<file path="src/rtl/lsu_dmem_ctrl.sv">
// Load/store unit between the RV32I datapath and a word-wide data memory
// that has no byte enables. Sub-word loads are extracted and extended here.
// Sub-word stores are done as read-modify-write. Illegal, misaligned and
// out-of-range accesses are answered with an error and never touch memory.
module lsu_dmem_ctrl #(
    parameter int unsigned DMEM_BYTES = 4096
) (
    input  logic        clk,
    input  logic        rst_n,
    input  logic        req_valid,
    output logic        req_ready,
    input  logic        req_we,
    input  logic [2:0]  req_funct3,
    input  logic [31:0] req_addr,
    input  logic [31:0] req_wdata,
    output logic        resp_valid,
    output logic        resp_err,
    output logic [31:0] resp_rdata,
    output logic        mem_we,
    output logic [31:0] mem_addr,
    output logic [31:0] mem_wd,
    input  logic [31:0] mem_rd
);

    typedef enum logic [2:0] {
        IDLE   = 3'd0,
        LD_RD  = 3'd1,
        LD_EXT = 3'd2,
        ST_W   = 3'd3,
        RMW_RD = 3'd4,
        RMW_WR = 3'd5
    } state_t;

    localparam logic [31:0] DMEM_LIMIT = 32'(DMEM_BYTES);

    // Pick the addressed byte/half out of a memory word and extend it per funct3.
    function automatic logic [31:0] load_extract(input logic [31:0] word,
                                                 input logic [1:0]  off,
                                                 input logic [2:0]  f3);
        logic [7:0]  b;
        logic [15:0] h;
        logic [31:0] r;
        case (off)
            2'd0:    b = word[7:0];
            2'd1:    b = word[15:8];
            2'd2:    b = word[23:16];
            2'd3:    b = word[31:24];
            default: b = 8'h00;
        endcase
        if (off[1]) begin
            h = word[31:16];
        end else begin
            h = word[15:0];
        end
        case (f3)
            3'b000:  r = {{24{b[7]}}, b};
            3'b100:  r = {24'h000000, b};
            3'b001:  r = {{16{h[15]}}, h};
            3'b101:  r = {16'h0000, h};
            3'b010:  r = word;
            default: r = 32'h0000_0000;
        endcase
        return r;
    endfunction

    // Replace the addressed byte/half of a memory word with store data.
    function automatic logic [31:0] store_merge(input logic [31:0] word,
                                                input logic [1:0]  off,
                                                input logic [2:0]  f3,
                                                input logic [31:0] wd);
        logic [31:0] r;
        r = word;
        case (f3)
            3'b000: begin
                case (off)
                    2'd0:    r[7:0]   = wd[7:0];
                    2'd1:    r[15:8]  = wd[7:0];
                    2'd2:    r[23:16] = wd[7:0];
                    2'd3:    r[31:24] = wd[7:0];
                    default: r = word;
                endcase
            end
            3'b001: begin
                if (off[1]) begin
                    r[31:16] = wd[15:0];
                end else begin
                    r[15:0] = wd[15:0];
                end
            end
            default: r = word;
        endcase
        return r;
    endfunction

    state_t      state_r;
    state_t      state_n_s;
    logic [31:0] addr_r;
    logic [2:0]  funct3_r;
    logic [31:0] wdata_r;

    logic        accept_s;
    logic        f3_ok_s;
    logic        misalign_s;
    logic        req_err_s;

    logic        resp_valid_n_s;
    logic        resp_err_n_s;
    logic [31:0] resp_rdata_n_s;
    logic        resp_valid_r;
    logic        resp_err_r;
    logic [31:0] resp_rdata_r;

    assign accept_s = req_valid && (state_r == IDLE);

    // Classify the incoming request: legal funct3 for its direction, alignment, range.
    always_comb begin
        f3_ok_s    = 1'b0;
        misalign_s = 1'b0;
        case (req_funct3)
            3'b000: f3_ok_s = 1'b1;
            3'b001: begin
                f3_ok_s    = 1'b1;
                misalign_s = req_addr[0];
            end
            3'b010: begin
                f3_ok_s    = 1'b1;
                misalign_s = |req_addr[1:0];
            end
            3'b100: f3_ok_s = !req_we;
            3'b101: begin
                f3_ok_s    = !req_we;
                misalign_s = req_addr[0];
            end
            default: f3_ok_s = 1'b0;
        endcase
        req_err_s = !f3_ok_s || misalign_s || (req_addr >= DMEM_LIMIT);
    end

    // Next-state logic and memory-side outputs decoded from the current state.
    always_comb begin
        state_n_s = state_r;
        req_ready = 1'b0;
        mem_we    = 1'b0;
        mem_addr  = 32'h0000_0000;
        mem_wd    = 32'h0000_0000;
        case (state_r)
            IDLE: begin
                req_ready = 1'b1;
                if (accept_s && !req_err_s) begin
                    if (!req_we) begin
                        state_n_s = LD_RD;
                    end else if (req_funct3 == 3'b010) begin
                        state_n_s = ST_W;
                    end else begin
                        state_n_s = RMW_RD;
                    end
                end else begin
                    state_n_s = IDLE;
                end
            end
            LD_RD: begin
                mem_addr  = {addr_r[31:2], 2'b00};
                state_n_s = LD_EXT;
            end
            LD_EXT: begin
                mem_addr  = {addr_r[31:2], 2'b00};
                state_n_s = IDLE;
            end
            ST_W: begin
                mem_we    = 1'b1;
                mem_addr  = {addr_r[31:2], 2'b00};
                mem_wd    = wdata_r;
                state_n_s = IDLE;
            end
            RMW_RD: begin
                mem_addr  = {addr_r[31:2], 2'b00};
                state_n_s = RMW_WR;
            end
            RMW_WR: begin
                mem_we    = 1'b1;
                mem_addr  = {addr_r[31:2], 2'b00};
                mem_wd    = store_merge(mem_rd, addr_r[1:0], funct3_r, wdata_r);
                state_n_s = IDLE;
            end
            default: state_n_s = IDLE;
        endcase
    end

    // Response for the coming edge: errors answer at accept, accesses on their last state.
    always_comb begin
        resp_valid_n_s = 1'b0;
        resp_err_n_s   = 1'b0;
        resp_rdata_n_s = 32'h0000_0000;
        case (state_r)
            IDLE: begin
                if (accept_s && req_err_s) begin
                    resp_valid_n_s = 1'b1;
                    resp_err_n_s   = 1'b1;
                end else begin
                    resp_valid_n_s = 1'b0;
                end
            end
            LD_EXT: begin
                resp_valid_n_s = 1'b1;
                resp_rdata_n_s = load_extract(mem_rd, addr_r[1:0], funct3_r);
            end
            ST_W:    resp_valid_n_s = 1'b1;
            RMW_WR:  resp_valid_n_s = 1'b1;
            default: resp_valid_n_s = 1'b0;
        endcase
    end

    // State register.
    always_ff @(posedge clk or negedge rst_n) begin
        if (!rst_n) begin
            state_r <= IDLE;
        end else begin
            state_r <= state_n_s;
        end
    end

    // Capture the request fields on accept; only these are used afterwards.
    always_ff @(posedge clk or negedge rst_n) begin
        if (!rst_n) begin
            addr_r   <= 32'h0000_0000;
            funct3_r <= 3'b000;
            wdata_r  <= 32'h0000_0000;
        end else if (accept_s) begin
            addr_r   <= req_addr;
            funct3_r <= req_funct3;
            wdata_r  <= req_wdata;
        end
    end

    // Registered response outputs.
    always_ff @(posedge clk or negedge rst_n) begin
        if (!rst_n) begin
            resp_valid_r <= 1'b0;
            resp_err_r   <= 1'b0;
            resp_rdata_r <= 32'h0000_0000;
        end else begin
            resp_valid_r <= resp_valid_n_s;
            resp_err_r   <= resp_err_n_s;
            resp_rdata_r <= resp_rdata_n_s;
        end
    end

    assign resp_valid = resp_valid_r;
    assign resp_err   = resp_err_r;
    assign resp_rdata = resp_rdata_r;

endmodule
</file>
<file path="config.mk">
export PLATFORM = sky130hd
export DESIGN_NAME = lsu_dmem_ctrl
export DESIGN_NICKNAME = d
export VERILOG_FILES = /design/src/rtl/lsu_dmem_ctrl.sv
export SDC_FILE = /design/constraint.sdc
export NUM_CORES = 1
export LEC_CHECK = 0
export ABC_AREA = 1
export CORE_ASPECT_RATIO = 0.8
export CORE_MARGIN = 2
export CORE_UTILIZATION = 35
export CTS_CLUSTER_DIAMETER = 100
export DETAILED_ROUTE_END_ITERATION = 10
export GPL_TIMING_DRIVEN = 0
export PLACE_DENSITY = 0.65
export SYNTH_ARGS = -nofsm -noshare
export SYNTH_HDL_FRONTEND = slang
export SYNTH_SLANG_ARGS = --single-unit
</file>
<file path="constraint.sdc">
create_clock -name clk -period 2.6 [get_ports clk]
set_input_delay 0.52 -clock clk [delete_from_list [all_inputs] [get_ports clk]]
set_output_delay 0.52 -clock clk [all_outputs]
set_load 0.01 [all_outputs]
</file>
==> metrics.txt <==
worst flop-to-flop path startpoint=state_r[0]$_DFF_PN0_; final setup fails=0; Final min period=2.55 ns; Worst Hold Class=in -> async; GRT overflow=0; post-synth top area share=42.5%; via count=6746; number of global-route vias before repair=6301; die area=0.0186 mm²; Syn Inst Count=907; Core Area=0.0172 mm²; # IOs=203; # Max-Cap Violations=0; r2r worst-path depth=5; FF-to-FF End=resp_rdata[4]$_DFF_PN0_; 1st-iter DRT viols=641; fill count=1734; CTS tree=done; Clock transition at path regs=0.07 ns; initial antenna violation count=0; Nets=1251; fraction of layout instances using a drive strength above 1=12.5%; worst clock skew=0.00520 ns; CTS buffer count=9; crit path max fanout=6; Cell Area, Synth=0.00612 mm²; crit path capture type=primary output; htree depth=3; most common cell in the netlist=nand2_1; Setup CP Type=reg -> out; Mapped Avg Cell Area=6.75 µm²; Starting Density=35.6%; Final Max Tran Viols=0; critical path buffer and inverter count=6; unrepaired setup endpoints after global routing=true; crit-path cells=inv_4, buf_6, nand2_4, nor2_8, nand2_2, nand2_2, buf_6, buf_6, buf_6, nand2_2, o21ai_2, nand2_1, nand2_1, buf_6; PwrDens=441 mW/mm²; ys async rst share=100%; Detail Route Antenna Nets=0; switch share=30.9%; Residual DRC=0; DR pass1 iterations=5; Startpoint Class=flop; Peak Freq=0.391 GHz; largest net degree at the start of global routing=59; global-route wire length before repair=35.0 mm; critical path's slowest cell=dfrtp_1; PnR worst setup slack=0.0450 ns; row count=43; GRT Util Overall=24.3%; Die Span Y=122 µm; Synth cell types=28; gp weighted congestion=0.999; Synth area leader=dfrtp_1; internal reg-to-reg setup slack=0.64 ns; period utilization=98.3%; number of synthesized flops with an enable pin=0; crit path from=funct3_r[1]$_DFFE_PN0P_; final hold viol count=0; Area growth, synth to finish=48.8%; worst skew pair latency=0.36 ns; Peak VDD IR=0.000303 V; Die Wd=152 µm; Synth Register Bits=104; NetSw=1.25 mW; Synth Flop Type=dfrtp_1; max_slew headroom=54.9%; via/cell ratio=4.90; register area share after synthesis=42.5%; Detailed Place HPWL=17.0 mm; power share of the clock group=32.0%; synth cell count leaders=nand2_1 (347), dfrtp_1 (104), nand3_1 (89), inv_1 (85), o21ai_0 (75); Warnings, synthesis=0; Critical Path AT=2.03 ns; Num Clock Sinks=104; dpl ws=-0.159 ns; Flop pwr share=44.1%; root buffer cell=clkbuf_16; I/O Buffers=200; routed len/inst=16.6 µm; Leakage=4.44 nW; ANT cells=0; Comb pwr share=23.9%; final core utilization=52.9%; internal power=2.78 mW; max incr delay on CP=0.42 ns; outcome=complete, no violations; top post-synthesis cells by area=dfrtp_1 (43%), nand2_1 (21%), nand3_1 (7.3%); CP required=2.08 ns; Top Family by Delay on Critical Path=buffers and inverters; actual slew at the worst max-slew pin=0.677 ns; Routed Wire Length=22.9 mm; Most common cell on crit path=buf_6; clock buffer depth=2
==> registers in the layout, summed over array words and instances, names as in the netlist <==
| signal | flops |
|---|---|
| wdata_r | 32 |
| addr_r | 32 |
| funct3_r | 3 |
| resp_rdata | 32 |
| state_r | 3 |
| resp_valid | 1 |
| resp_err | 1 |
==> worst register-to-register path: stages (launching register included) <==
cell and delay (ns):
dfrtp_1 0.41, inv_1 0.21, nand3_2 0.27, a21oi_1 0.61, nand3_1 0.15, a21oi_1 0.21
==> through the flow <==
step	instances	power [mW]	cell area, µm²	setup TNS, ns	hold WS, ns
finish	1378	4.02	9110	0	0.166
global route	1378	4.22	9110	-0.234	0.217
CTS	1368	4.01	9010	0	0.194
detailed placement	1334	2.63	8440	-1.82	0.466
global placement	1333	2.62	8410	-318.98	0.464
floorplan	908	2.25	6130	0	0.224
==> layout by cell type, fill, tap and decap left out, types with 2 or more instances in the layout <==
cell / instances
a21oi_1: 50
buf_12: 2
buf_2: 10
buf_4: 31
buf_6: 19
clkbuf_1: 13
clkbuf_16: 9
clkbuf_2: 9
clkbuf_4: 2
clkbuf_8: 3
clkdlybuf4s15_1: 11
clkdlybuf4s50_1: 167
clkinv_2: 2
clkinv_4: 3
clkinvlp_4: 2
conb_1: 2
dfrtp_1: 101
dfrtp_2: 3
dlygate4sd2_1: 10
inv_1: 79
inv_2: 9
inv_4: 2
inv_8: 2
nand2_1: 340
nand2_2: 8
nand2_4: 6
nand3_1: 89
nand3_2: 2
nor2_1: 49
nor2_2: 2
nor2_4: 3
o21ai_0: 74
o21ai_1: 13
o22ai_1: 8
or2_2: 6
==> final cells by class <==
cell class	count	area (µm²)	share of cell area [%]
Timing Repair Buffer	229	2230	24.5
Sequential cell	104	2610	28.6
Tap cell	225	282	3.09
Buffer	48	349	3.83
Inverter	94	382	4.19
Clock inverter	6	43.8	0.481
Clock buffer	10	229	2.51
Multi-Input combinational cell	662	2990	32.8
==> timing repair <==
item / in CTS / in global routing
gates resized for setup: 112 / 43
pin swaps: 6 / 7
hold buffers: 0 / 0
endpoints found under the hold margin: 0 / 0
gates cloned: 3 / 0
setup buffers: 16 / 11
setup endpoints to repair: 63 / 56
==> logic make-up after synthesis <==
kind of cell | after synthesis | synth area share [%]
AO/OA/AOI/OAI | 149 | 12.4
other | 1 | 0.0612
flip-flops | 104 | 42.5
AND/OR/NAND/NOR | 510 | 34.8
buffers and inverters | 143 | 10.2
==> per-layer routing <==
metal / GRT usage, % / routed length [µm]
met2: 37.0 / 10100
met3: 4.66 / 1710
met4: 7.42 / 421
met1: 35.1 / 10700
met5: 0 / 0
==> power by group through the flow <==
stage,clock network (mW),logic (mW),registers (mW)
floorplan,0,0.465,1.78
global placement,0,0.824,1.80
detailed placement,0,0.834,1.80
CTS,1.32,0.918,1.77
global route,1.38,1.06,1.78
finish,1.29,0.963,1.77
==> how the worst max path moves through the flow <==
stage	end	slack [ns]	depth (start not counted)
3_5_place_dp	mem_wd[31]	-0.16	8
4_1_cts	mem_addr[12]	0.0008	6
2_1_floorplan	mem_wd[16]	0.75	10
6_report	mem_wd[0]	0.05	14
5_1_grt	mem_wd[0]	-0.05	14
3_3_place_gp	resp_rdata[31]$_DFF_PN0_	-3.06	1
No activity file was read; power rests on OpenSTA's default activity.
